===== config.mk =====
export PLATFORM = sky130hd
export DESIGN_NAME = univ_shift_reg
export DESIGN_NICKNAME = d
export VERILOG_FILES = /design/src/rtl/univ_shift_reg_pkg.sv /design/src/rtl/univ_shift_reg_next.sv /design/src/rtl/univ_shift_reg.sv
export SDC_FILE = /design/constraint.sdc
export NUM_CORES = 1
export LEC_CHECK = 0
export CAP_MARGIN = 20
export CORE_MARGIN = 5
export CORE_UTILIZATION = 43
export DETAILED_ROUTE_END_ITERATION = 6
export PLACE_DENSITY = 0.94
export SYNTH_ARGS = -nofsm -noshare
export SYNTH_HDL_FRONTEND = slang
export SYNTH_SLANG_ARGS = --single-unit
export TNS_END_PERCENT = 50

===== constraint.sdc =====
create_clock -name clk -period 2.3 [get_ports clk]
set_input_delay 0.46 -clock clk [delete_from_list [all_inputs] [get_ports clk]]
set_output_delay 0.46 -clock clk [all_outputs]
set_load 0.02 [all_outputs]

===== src/rtl/univ_shift_reg_pkg.sv =====
// Shared constants for the universal shift register: mode encodings and legal width range.
// No logic here; imported by the datapath and the register wrapper.
package usr_pkg;

  localparam logic [2:0] MODE_HOLD = 3'b000;
  localparam logic [2:0] MODE_SHL  = 3'b001;
  localparam logic [2:0] MODE_SHR  = 3'b010;
  localparam logic [2:0] MODE_ROL  = 3'b011;
  localparam logic [2:0] MODE_ROR  = 3'b100;
  localparam logic [2:0] MODE_LOAD = 3'b101;
  localparam logic [2:0] MODE_ASHR = 3'b110;
  localparam logic [2:0] MODE_CPL  = 3'b111;

  localparam int WIDTH_MIN = 2;
  localparam int WIDTH_MAX = 64;

endpackage


===== src/rtl/univ_shift_reg_next.sv =====
// Next-state mux of the universal shift register; purely combinational, zero latency.
// Only the inputs the selected mode needs reach nxt_o, so X on the others is harmless.
module usr_next
  import usr_pkg::*;
#(
  parameter int WIDTH = 8
) (
  input  logic [2:0]       mode_i,
  input  logic [WIDTH-1:0] q_i,
  input  logic [WIDTH-1:0] d_i,
  input  logic             ser_lsb_i,
  input  logic             ser_msb_i,
  output logic [WIDTH-1:0] nxt_o
);

  always_comb begin
    nxt_o = q_i;
    case (mode_i)
      MODE_HOLD: nxt_o = q_i;
      MODE_SHL:  nxt_o = {q_i[WIDTH-2:0], ser_lsb_i};
      MODE_SHR:  nxt_o = {ser_msb_i, q_i[WIDTH-1:1]};
      MODE_ROL:  nxt_o = {q_i[WIDTH-2:0], q_i[WIDTH-1]};
      MODE_ROR:  nxt_o = {q_i[0], q_i[WIDTH-1:1]};
      MODE_LOAD: nxt_o = d_i;
      MODE_ASHR: nxt_o = {q_i[WIDTH-1], q_i[WIDTH-1:1]};
      MODE_CPL:  nxt_o = ~q_i;
      default:   nxt_o = q_i;
    endcase
  end

endmodule


===== src/rtl/univ_shift_reg.sv =====
// Universal WIDTH-bit register: hold/shift/rotate/load/complement, async active-high reset.
// One clock from inputs to q; qb, serial taps and zero are combinational from q.
module univ_shift_reg
  import usr_pkg::*;
#(
  parameter int               WIDTH   = 8,
  parameter logic [WIDTH-1:0] RST_VAL = '0
) (
  input  logic             clk,
  input  logic             rst,
  input  logic             en,
  input  logic             sclr,
  input  logic [2:0]       mode,
  input  logic [WIDTH-1:0] d,
  input  logic             ser_lsb_in,
  input  logic             ser_msb_in,
  output logic [WIDTH-1:0] q,
  output logic [WIDTH-1:0] qb,
  output logic             ser_msb_out,
  output logic             ser_lsb_out,
  output logic             zero
);

  if (WIDTH < WIDTH_MIN || WIDTH > WIDTH_MAX) begin : g_bad_width
    $error("univ_shift_reg: WIDTH out of range 2..64");
  end

  logic [WIDTH-1:0] q_q;
  logic [WIDTH-1:0] q_d;

  usr_next #(
    .WIDTH(WIDTH)
  ) u_next (
    .mode_i    (mode),
    .q_i       (q_q),
    .d_i       (d),
    .ser_lsb_i (ser_lsb_in),
    .ser_msb_i (ser_msb_in),
    .nxt_o     (q_d)
  );

  // sclr outranks en so a stalled pipeline can still be cleared
  always_ff @(posedge clk or posedge rst) begin
    if (rst) begin
      q_q <= RST_VAL;
    end else if (sclr) begin
      q_q <= RST_VAL;
    end else if (en) begin
      q_q <= q_d;
    end
  end

  assign q           = q_q;
  assign qb          = ~q_q;
  assign ser_msb_out = q_q[WIDTH-1];
  assign ser_lsb_out = q_q[0];
  assign zero        = (q_q == '0);

endmodule


==> results of run 1 <==
## cell usage in the layout (no fill, tap or decap), drive strengths merged, types with 2 or more instances in the layout
master         count
nand2             11
clkbuf             3
buf                5
a221o              4
inv               11
nor2               5
nor3               2
a22o               4
a221oi             3
o31ai              2
clkdlybuf4s50     35
dfrtp              8
o21ai              3
a21oi             14
nand4              2
nand2b            13
## layout make-up
cell class	instances	area [sq um]	share of cell area
multi-input cells	74	465	0.405
well taps	25	31.3	0.0272
repair buffers	40	388	0.338
inverters	11	41.3	0.0359
flip-flops and latches	8	200	0.174
clock buffers	3	22.5	0.0196
## final timing paths
kind	slack, ns	to	startpoint
setup reg to reg	1.08	q[4]	q[4]
max in group asynchronous	1.62	q[6]	rst
setup / recovery	0.22	zero	q[7]
min in group clk	0.61	q[5]	q[5]
hold / removal	0.46	q[5]	rst
hold reg to reg	0.61	q[5]	q[5]
## metrics by stage
stage | setup slack (ns) | instances | area, sq um | hold WS [ns]
6_report | 0.221 | 161 | 1150 | 0.456
5_1_grt | 0.148 | 161 | 1150 | 0.494
4_1_cts | 0.210 | 161 | 1150 | 0.464
3_5_place_dp | 0.233 | 158 | 1130 | 0.599
3_3_place_gp | 0.289 | 158 | 1130 | 0.600
2_1_floorplan | 0.726 | 100 | 756 | 0.276
## report_power, final
group	total [mW]	switching, mW	internal (mW)
Sequential	0.162	0.0138	0.148
Clock	0.107	0.0476	0.0597
Combinational	0.190	0.0924	0.0972
Total	0.459	0.154	0.305
## kinds of logic (layout without fill, tap and decap cells)
logic type | count (synthesis) | count (layout) | share of synthesized area
AOI/OAI and AO/OA | 36 | 36 | 0.341
buffers and inverters | 18 | 54 | 0.119
DFF | 8 | 8 | 0.265
and+or+nand+nor | 38 | 38 | 0.275
## layer usage
metal / track usage / vias to the layer above / part of all wire
li1: - / 425 / -
met1: 0.188 / 417 / 0.38
met2: 0.310 / 47 / 0.52
met3: 0.0287 / 4 / 0.080
met4: 0.100 / 0 / 0.020
met5: 0 / - / 0
==> impl_metrics.py, run 1 <==
metrics = {
    "yosys": {
        "synth_seq_area_share": 0.265,
        "synth_area_leaders": "dfrtp_1, nand2b_1, a21oi_1",
        "synthFlopType": "dfrtp_1",
        "synthArstFlopShare": 1.00,
        "synth_top_area_cell": "dfrtp_1",
        "syn-cell-area_sq_um": 756,
        "syn_nets": 117,
        "synthCells": 100,
        "synth_top_cells_by_count": "a21oi_1, nand2b_1, nand2_1",
        "synth_cell_types": 31,
        "yosys_warnings": 0,
        "syn_area_per_cell_sq_um": 7.56,
        "ys_seq_elements": 8,
        "synth-edff-count": 0,
        "synth_top_area_frac": 0.265,
    },
    "critical_path": {
        "endpoint_kind": "output port",
        "path_depth": 4,
        "critPathMaxStageDelay_ns": 0.61,
        "reg2reg_depth": 4,
        "path_delay_family": "buffers and inverters",
        "crit_fanout": 7,
        "criticalPathCategory": "reg2out",
        "crit_path_start_kind": "flip-flop",
        "required_ns": 1.84,
        "cp_num_buf_inv": 2,
        "slowest_stage": "clkdlybuf4s50_1",
        "cp_cell_sequence": "inv_1, nand4_1, nor2_1, clkdlybuf4s50_1",
        "arrival_ns": 1.62,
    },
    "clock_tree": {
        "clock_path_buffers": 2,
        "cts_resized": 0,
        "clk_latency_ns": 0.26,
        "cts.sinks": 8,
        "cts_made_buffers": 3,
        "clk_pin_slew_ns": 0.05,
        "cts_hold_buf": 0,
        "cts_tree": "built",
        "root_buffer": "clkbuf_4",
        "cts_setup_buffers": 0,
        "htreeDepth": 1,
    },
    "global_routing": {
        "grt_use_total": 0.173,
        "grt_pass1_vias": 811,
        "overflow": 0,
        "antenna_found_initial": 0,
        "grt_max_degree": 14,
        "grt_pass1_wl_microns": 3480,
    },
    "sta": {
        "worst_slew_pin_slew_ns": 0.403,
        "fmax_mhz": 481,
        "final.setup.tns_ns": 0,
        "period_minus_slack_ns": 2.08,
        "fin_skew_ns": 0.000921,
        "hold_viol_final": 0,
        "maxSlewViolCount": 0,
        "fin_crit_sh": 0.904,
        "setup-violations-final": 0,
        "grt_setup_unrepaired": "false",
        "max_slew_margin": 0.731,
    },
    "floorplanning": {
        "die_w_microns": 51.9,
        "initial_utilization": 0.442,
        "placementRows": 15,
        "coreArea_sq_mm": 0.00171,
        "ioPinCount": 36,
        "die_area_sq_mm": 0.00270,
        "die_h_microns": 51.9,
    },
    "finish": {
        "drive_above_1_share": 0.103,
        "num_antenna_cells": 0,
        "final_net_count": 155,
        "final_core_util": 0.673,
        "largest_reg_flops": 8,
        "nFillCells": 149,
        "area_growth_pct": 52.0,
    },
    "power_and_ir_drop": {
        "p_leak_nw": 0.465,
        "total_power_uw": 459,
        "p_per_area_mw_per_mm2": 399,
        "ir_drop_mv": 0.145,
    },
    "route": {
        "remaining_drc_errors": 0,
        "wl_per_cell_microns": 13.3,
        "wl_microns": 2140,
        "viasPerCell": 5.55,
        "first_pass_iters": 4,
        "vias": 893,
        "ant_nets": 0,
        "drt_iter0_markers": 33,
    },
    "placed_design": {
        "hpwlAfterDp_microns": 1770,
        "io_buffers": 35,
        "gp_congestion": 0.820,
    },
    "min_path": {
        "hp-class": "in2async",
    },
    "flow_run": {
        "maxCapViolations": 0,
    },
    "outcome": {
        "status": "complete, no violations",
    },
}
(Power assumes the default switching activity.)
==> run 2: changes to the inputs <==
--- a/config.mk
+++ b/config.mk
@@ -6,7 +6,6 @@
 export NUM_CORES = 1
 export LEC_CHECK = 0
 export CAP_MARGIN = 20
-export CORE_MARGIN = 5
 export CORE_UTILIZATION = 43
 export DETAILED_ROUTE_END_ITERATION = 6
 export PLACE_DENSITY = 0.94
==> run 2 against run 1 <==
  * Non-clock buffer count is the same
  * Fmax shrank 1.1%
  * Power up 0.48%
  * The run now ends with DRC left
  * Sequential power is essentially flat
  * Critical path type unchanged
  * Sequential share of layout area grew 0.17 points
==> impl_metrics.py, run 2 (same netlist as run 1, synthesis figures left out) <==
metrics = {
    "outcome": {
        "status": "finished, violations left",
        "violations": "DRC",
    },
    "global_routing": {
        "grt.busiest_layer": "met2",
        "antenna_found_initial": 0,
        "grt_max_degree": 12,
        "grt_use_met2": 0.391,
        "grt_pass1_wl_microns": 3280,
        "grtUsageMet1": 0.275,
        "grt_pass1_vias": 788,
        "overflow": 0,
        "grt_use_total": 0.224,
        "grt.met3_usage": 0.0333,
    },
    "sta": {
        "hold_viol_final": 0,
        "fin_crit_sh": 0.914,
        "hold_ws_ns": 0.441,
        "final.setup.tns_ns": 0,
        "fin_skew_ns": 0.000197,
        "max_slew_margin": 0.730,
        "maxSlewViolCount": 0,
        "setup-violations-final": 0,
        "fmax_mhz": 476,
        "grt_setup_unrepaired": "false",
        "period_minus_slack_ns": 2.10,
        "worst_slew_pin_slew_ns": 0.403,
    },
    "clock_tree": {
        "cts_setup_buffers": 0,
        "htreeDepth": 1,
        "cts_made_buffers": 3,
        "cts.sinks": 8,
        "clock_path_buffers": 2,
        "clk_latency_ns": 0.26,
        "clk_pin_slew_ns": 0.05,
        "cts_resized": 0,
        "cts_hold_buf": 0,
        "root_buffer": "clkbuf_4",
        "cts_tree": "built",
    },
    "floorplanning": {
        "coreArea_sq_mm": 0.00158,
        "initial_utilization": 0.479,
        "placementRows": 14,
        "die_area_sq_mm": 0.00193,
        "die_h_microns": 43.9,
        "die_w_microns": 43.9,
        "ioPinCount": 36,
    },
    "critical_path": {
        "crit_fanout": 6,
        "slowest_stage": "clkdlybuf4s50_1",
        "cp_cell_sequence": "inv_1, nand4_1, nor2_1, clkdlybuf4s50_1",
        "crit_path_start_kind": "flip-flop",
        "required_ns": 1.84,
        "critPathMaxStageDelay_ns": 0.60,
        "arrival_ns": 1.64,
        "endpoint_kind": "output port",
        "cp_num_buf_inv": 2,
        "path_delay_family": "buffers and inverters",
        "criticalPathCategory": "reg2out",
    },
    "power_and_ir_drop": {
        "internal-power_uw": 305,
        "p_seq_frac": 0.352,
        "pwr-share-comb": 0.410,
        "clkPwrFrac": 0.238,
        "total_power_uw": 461,
        "ir_drop_mv": 0.180,
        "sw_frac_of_total": 0.338,
        "p_leak_nw": 0.465,
        "p_per_area_mw_per_mm2": 405,
        "p_sw_uw": 156,
    },
    "finish": {
        "drive_above_1_share": 0.103,
        "area_growth_pct": 50.5,
        "final_cells": 152,
        "final_cell_mix": "clkdlybuf4s50_1, nand2b_1, a21oi_1",
        "stdcell_area_sq_mm": 0.00114,
        "num_antenna_cells": 0,
        "largest_reg_flops": 8,
        "final_net_count": 155,
        "final_common_cell": "clkdlybuf4s50_1",
        "nFillCells": 127,
    },
    "route": {
        "remaining_drc_errors": 5,
        "wl_microns": 2080,
        "viasPerCell": 5.93,
        "vias": 901,
        "drt_iter0_markers": 39,
        "wl_per_cell_microns": 13.7,
        "ant_nets": 0,
        "first_pass_iters": 7,
    },
    "placed_design": {
        "dpl.cell_count": 149,
        "gp_congestion": 0.908,
        "hpwlAfterDp_microns": 1620,
        "placed_area_sq_mm": 0.00111,
        "io_buffers": 35,
    },
    "flow_run": {
        "maxCapViolations": 0,
    },
    "min_path": {
        "hp-class": "in2async",
    },
}
==> run 2: worst paths after layout <==
path	startpoint	to	slack, ns	cells after the start
setup / recovery	q[5]	zero	0.20	4
hold / removal	rst	q[6]	0.44	2
setup reg to reg	q[3]	q[3]	1.06	4
hold reg to reg	q[6]	q[6]	0.63	2
max in group asynchronous	rst	q[2]	1.64	2
min in group clk	q[6]	q[6]	0.63	2
==> run 2: metrics by stage <==
stage / worst slack (ns) / utilization
floorplan: 0.726 / -
global placement: 0.265 / 0.707
detailed placement: 0.211 / 0.707
CTS: 0.212 / 0.721
global route: 0.144 / 0.721
finish: 0.198 / 0.721
==> run 2: power by group through the flow <==
stage	clock network, mW	logic, mW	registers [mW]
finish	0.110	0.189	0.162
floorplan	0	0.0977	0.169
detailed placement	0	0.188	0.164
CTS	0.108	0.188	0.162
global route	0.116	0.202	0.163
global placement	0	0.183	0.164
==> run 2: cell type report <==
cell class,instances,area (sq um),share of cell area
clock buffers,3,22.5,0.0198
inverters,11,41.3,0.0363
multi-input cells,74,465,0.409
flip-flops and latches,8,200,0.176
well taps,16,20.0,0.0176
repair buffers,40,388,0.341
==> run 2: layer usage <==
metal	wire length [microns]	share of wire	vias to the layer above
met1	863	0.42	428
met2	1020	0.49	42
met4	27	0.013	0
met3	170	0.082	3
li1	-	-	428
met5	0	0	-
